$ cat src/rtl/ring_monitor.sv
// Monitors an 8-bit one-hot ring counter: decodes its position, flags illegal and out-of-sequence
// values, detects wrap, and tracks lock. Optional RING_MON_CLR_EN adds an err_clr input for err_count.
module ring_monitor #(
  parameter int unsigned LOCK_CNT = 3
) (
  input  logic       clock,
  input  logic       reset,
  input  logic       enable,
  input  logic [7:0] ring,
`ifdef RING_MON_CLR_EN
  input  logic       err_clr,
`endif
  output logic [2:0] index,
  output logic       valid,
  output logic       illegal,
  output logic       seq_err,
  output logic       wrap,
  output logic       locked,
  output logic [7:0] err_count
);

  typedef enum logic {
    HUNT   = 1'b0,
    LOCKED = 1'b1
  } state_t;

  localparam logic [3:0] LOCK_RUN = LOCK_CNT[3:0];

  state_t     state_q, state_d;
  logic [3:0] run_q, run_d;
  logic [7:0] prev_ring;
  logic       prev_en;
  logic       prev_ok;

  logic [7:0] expected;
  logic       sample_ok;
  logic       in_seq;
  logic       illegal_c;
  logic       seq_err_c;
  logic       wrap_c;
  logic       error_c;
  logic [7:0] err_d;

  function automatic logic [2:0] encode(input logic [7:0] v);
    logic [2:0] pos;
    pos = '0;
    for (int i = 0; i < 8; i++) begin
      if (v[i]) pos = 3'(i);
    end
    return pos;
  endfunction

  // Classify the current sample against what the previous sample predicts.
  assign sample_ok = (ring != 8'h00) && ((ring & (ring - 8'h01)) == 8'h00);
  assign expected  = prev_en ? {prev_ring[6:0], prev_ring[7]} : prev_ring;
  assign in_seq    = sample_ok && prev_ok && (ring == expected);
  assign illegal_c = !sample_ok;
  assign seq_err_c = sample_ok && prev_ok && (ring != expected);
  assign wrap_c    = prev_ok && prev_en && (prev_ring == 8'h80) && (ring == 8'h01);
  assign error_c   = illegal_c || seq_err_c;

  // NOTE: every signal assigned in an always_comb gets a default first, so no path can infer a latch.
  always_comb begin
    state_d = state_q;
    run_d   = run_q;
    unique case (state_q)
      HUNT: begin
        if (in_seq) begin
          if (run_q + 4'd1 == LOCK_RUN) begin
            state_d = LOCKED;
            run_d   = 4'd0;
          end else begin
            run_d = run_q + 4'd1;
          end
        end else begin
          run_d = 4'd0;
        end
      end
      LOCKED: begin
        if (error_c) begin
          state_d = HUNT;
          run_d   = 4'd0;
        end
      end
      default: begin
        state_d = HUNT;
        run_d   = 4'd0;
      end
    endcase
  end

  always_comb begin
    err_d = err_count;
    if (error_c && (err_count != 8'hFF)) err_d = err_count + 8'd1;
`ifdef RING_MON_CLR_EN
    // A clear coinciding with an error still records that error.
    if (err_clr) err_d = error_c ? 8'd1 : 8'd0;
`endif
  end

  // NOTE: state is updated with non-blocking assignments so every flop samples pre-edge values.
  always_ff @(posedge clock) begin
    if (reset) begin
      state_q   <= HUNT;
      run_q     <= 4'd0;
      prev_ring <= 8'h00;
      prev_en   <= 1'b0;
      prev_ok   <= 1'b0;
      index     <= 3'd0;
      valid     <= 1'b0;
      illegal   <= 1'b0;
      seq_err   <= 1'b0;
      wrap      <= 1'b0;
      err_count <= 8'h00;
    end else begin
      state_q   <= state_d;
      run_q     <= run_d;
      prev_ring <= ring;
      prev_en   <= enable;
      prev_ok   <= sample_ok;
      if (sample_ok) index <= encode(ring);
      valid     <= sample_ok;
      illegal   <= illegal_c;
      seq_err   <= seq_err_c;
      wrap      <= wrap_c;
      err_count <= err_d;
    end
  end

  assign locked = (state_q == LOCKED);

endmodule
$ cat config.mk
export PLATFORM = sky130hd
export DESIGN_NAME = ring_monitor
export DESIGN_NICKNAME = d
export VERILOG_FILES = /design/src/rtl/ring_monitor.sv
export SDC_FILE = /design/constraint.sdc
export NUM_CORES = 1
export LEC_CHECK = 0
export CORE_AREA = 2 2 60 62
export CTS_CLUSTER_DIAMETER = 80
export DETAILED_ROUTE_END_ITERATION = 10
export DIE_AREA = 0 0 62 64
export PLACE_DENSITY = 0.73
export SLEW_MARGIN = 20
export SYNTH_ARGS = -nofsm -noshare
export SYNTH_HDL_FRONTEND = slang
export SYNTH_SLANG_ARGS = --single-unit
$ cat constraint.sdc
create_clock -name clock -period 4.9 [get_ports clock]
set_input_delay 0.98 -clock clock [delete_from_list [all_inputs] [get_ports clock]]
set_output_delay 0.98 -clock clock [all_outputs]
set_load 0.1 [all_outputs]
==> run summary <==
* unrepaired setup endpoints after global routing: no
* Hold Vio Cnt, Final: 0
* vias in the first global route: 1,365
* post-synthesis cell type with the largest combined area: dfxtp_1
* leading cell types in the layout, fill and taps excluded: dfxtp_1 (29), clkdlybuf4s50_1 (26), nor2_1 (23), nor2b_1 (16), mux2i_1 (9)
* half-perimeter wire length after detailed placement: 2480 um
* deepest level of the CTS H-tree: 2
* Yosys Warn Count: 0
* pin count of the biggest net entering global routing: 35
* Die Y-Extent: 64 um
* depth of the worst hold-timing path: 2
* met2 wirelength from detailed routing: 1590 um
* Critical Path End Type: flip-flop
* critical path fanouts, max: 14
* number of instances in the synthesized netlist: 176
* antenna diode count: 0
* Max Clk Rate: 328 MHz
* Site Rows: 21
* core area: 3280 sq um
* area growth from synthesis to final layout: 21.9%
* multiplexer area fraction after synthesis: 0.107
* flops & latches, synth: 29
* Post-layout nets: 217
* accumulated negative setup slack: 0 ns
* power density normalized to cell area: 251 nW/um^2
* number of DRC markers after the initial detailed-route iteration: 72
* count of unresolved DRC violations after routing: 0
* nature of the critical path startpoint: input pin
* WP data required: 5.10 ns
* sequential area share after synthesis: 0.369
* share of the synthesized area in compound gates (AO/OA/AOI/OAI): 0.125
* clock-pin slew on the worst setup and hold paths: 0.08 ns
* area share of the largest cell type after synthesis: 0.369
* WL met3: 150 um
* number of pins with negative max-slew slack in the final report: 0
* distinct cell type count after synthesis: 42
* result of the run: completed
* source-to-sink clock delay at the later pin of the worst-skew pair: 0.32 ns
* quantity of I/O buffers inserted on ports: 26
* number of top-level pins: 27
* Setup Skew: 0.00997 ns
* first-pass GRT wire length: 5750 um
* detailed-route wire length: 3380 um
* top post-synthesis cells by area: dfxtp_1 (37%), nor2b_1 (6.4%), mux2i_1 (5.7%)
* sum of routed wire segments on met1: 1580 um
* starting utilization of the core area: 0.479
* Hold Buf Count CTS: 0
* post-route clock period utilization: 0.623
* Final Wtd Congestion: 0.873
* post-CTS setup buffer count: 0
* average cell area after synthesis: 8.94 sq um
* combinational family with the most area after synthesis: simple AND/OR/NAND/NOR gates
* most common cell after layout, fill and taps aside: dfxtp_1
* number of search-and-repair iterations in the first detailed-routing pass: 4
* CTS tree: done
* leftover overflow at the end of global routing: 0
* Crit Path Category: in -> reg
* vias per std cell: 5.41
* max incr delay on CP: 0.56 ns
* Syn Nets: 190
* number of CTS-inserted buffers: 5
* PostCTS Resize Cnt: 0
* Post-Synth XOR/XNOR Area: 0.0556
* CP max stage cell: clkdlybuf4s50_1
* R2R Setup Slk: 2.63 ns
* share of final-layout standard cells stronger than drive strength 1: 0.0936
* end of the worst register-to-register path: run_q[3]$_SDFFE_PP0P_
* beginning of the worst register-to-register path: prev_en$_SDFF_PP0_
* count of clock tree sinks: 29
* final setup violation count: 0
* Routed wire per std cell: 13.6 um
* source of the worst hold timing path: index[1]$_SDFFE_PP0N_
* WHS: 0.508 ns
* fill cell total of the finished layout: 318
* HP Class: reg -> reg
* max cap viols: 0
* Critical Path AT: 3.25 ns
* area share of and/or/nand/nor cells after synthesis: 0.287
* Syn Std Cell Area: 1570 sq um
* residual antenna-violating net count after detailed routing: 0
* final critical path time including I/O delays and setup: 3.05 ns
* Slew headroom: 0.343
* path depth of the worst reg2reg path: 6
* fraction of the mapped netlist area in adder cells: 0.0238
* worst path cell trace: clkdlybuf4s50_1, nor4_4, o211ai_1, o21a_1, a21boi_0, mux2_2
* number of vias after detailed routing: 1,348
* highest layer used for signal routing: met4
* Leakage: 0.710 nW
* Least-Margin Pin Slew: 0.982 ns
* Worst VDD drop: 133 uV
* Die Width: 62 um
* hold path endpoint: index[1]$_SDFFE_PP0N_
* initial antenna violation count: 0
* clock buffer depth: 2
* area enclosed by the die boundary: 3970 sq um
* buffer type at the clock tree root: clkbuf_4
* GR Util All Layers: 0.192
-- worst max-delay path by stage --
stage	startpoint	to	cells past startpoint
2_1_floorplan	ring[4]	err_count[6]$_SDFFE_PP0P_	8
3_3_place_gp	ring[1]	err_count[0]$_SDFFE_PP0P_	6
3_5_place_dp	ring[1]	err_count[0]$_SDFFE_PP0P_	6
4_1_cts	ring[1]	err_count[0]$_SDFFE_PP0P_	6
5_1_grt	ring[1]	err_count[0]$_SDFFE_PP0P_	7
6_report	ring[1]	err_count[0]$_SDFFE_PP0P_	6
-- Yosys cell counts, drive strengths merged --
cell type	n
mux2	7
nand3b	2
nand3	2
o22ai	2
a21boi	1
xor2	8
a21oi	7
xnor2	2
mux2i	9
or4b	1
nor4	1
o31ai	1
o21a	1
o21ai	6
a311oi	2
a22oi	1
nand4b	2
nand2	7
o211ai	2
nand2b	5
nor2	23
buf	2
o21bai	1
or4	1
dfxtp	29
or2	2
nand4	6
ha	3
and4b	2
o2bb2ai	4
nor2b	16
clkbuf	5
nor3	2
and3	4
inv	4
o21ba	1
nor4b	2
-- final cells by class --
type | count | area, sq um | share of cell area
multi-input cells | 136 | 942 | 0.491
flip-flops and latches | 29 | 581 | 0.303
repair buffers | 27 | 268 | 0.140
well taps | 46 | 57.6 | 0.0300
clock buffers | 7 | 55.1 | 0.0287
inverters | 4 | 15.0 | 0.00783
-- worst max-delay path, delay by kind of cell --
family	cells	cell delay, ns
AO/OA/AOI/OAI	3	0.90
buffers and inverters	1	0.56
multiplexers	1	0.38
AND/OR/NAND/NOR	1	0.43
-- flip-flops by register name, summed over array words and instances (netlist names) --
name and flops:
err_count 8, prev_ring 8, locked 1, prev_en 1
prev_ok 1, wrap 1, run_q 4, index 3
illegal 1, seq_err 1
-- report_power, final --
part | switching (mW) | total [mW] | leakage [nW] | internal [mW]
Clock | 0.0764 | 0.144 | 0.0314 | 0.0676
Sequential | 0.00781 | 0.251 | 0.237 | 0.243
Combinational | 0.0543 | 0.0858 | 0.441 | 0.0315
Total | 0.139 | 0.481 | 0.710 | 0.342
-- kinds of logic (layout without fill, tap and decap cells) --
group                      after synthesis  in the layout
and+or+nand+nor                         78             78
AOI/OAI and AO/OA                       29             29
xor gates and xnor gates                10             10
muxes                                   16             16
DFF                                     29             29
adders and majority gates                3              3
buffers and inverters                   11             38
-- routing by layer --
metal	up-vias	track usage
met3	6	0.0729
met4	0	0.0665
li1	679	-
met2	37	0.298
met5	-	0
met1	626	0.238
-- metrics by stage --
| stage | power, mW | utilization | setup slack (ns) | instances | instance area [sq um] |
|---|---|---|---|---|---|
| CTS | 0.487 | 0.584 | 1.86 | 249 | 1920 |
| detailed placement | 0.342 | 0.567 | 1.52 | 242 | 1860 |
| finish | 0.481 | 0.584 | 1.85 | 249 | 1920 |
| global route | 0.506 | 0.584 | 1.68 | 249 | 1920 |
| floorplan | 0.316 | - | 2.42 | 176 | 1570 |
| global placement | 0.340 | 0.567 | 1.66 | 242 | 1860 |
Power figures use the tool's default switching activity.
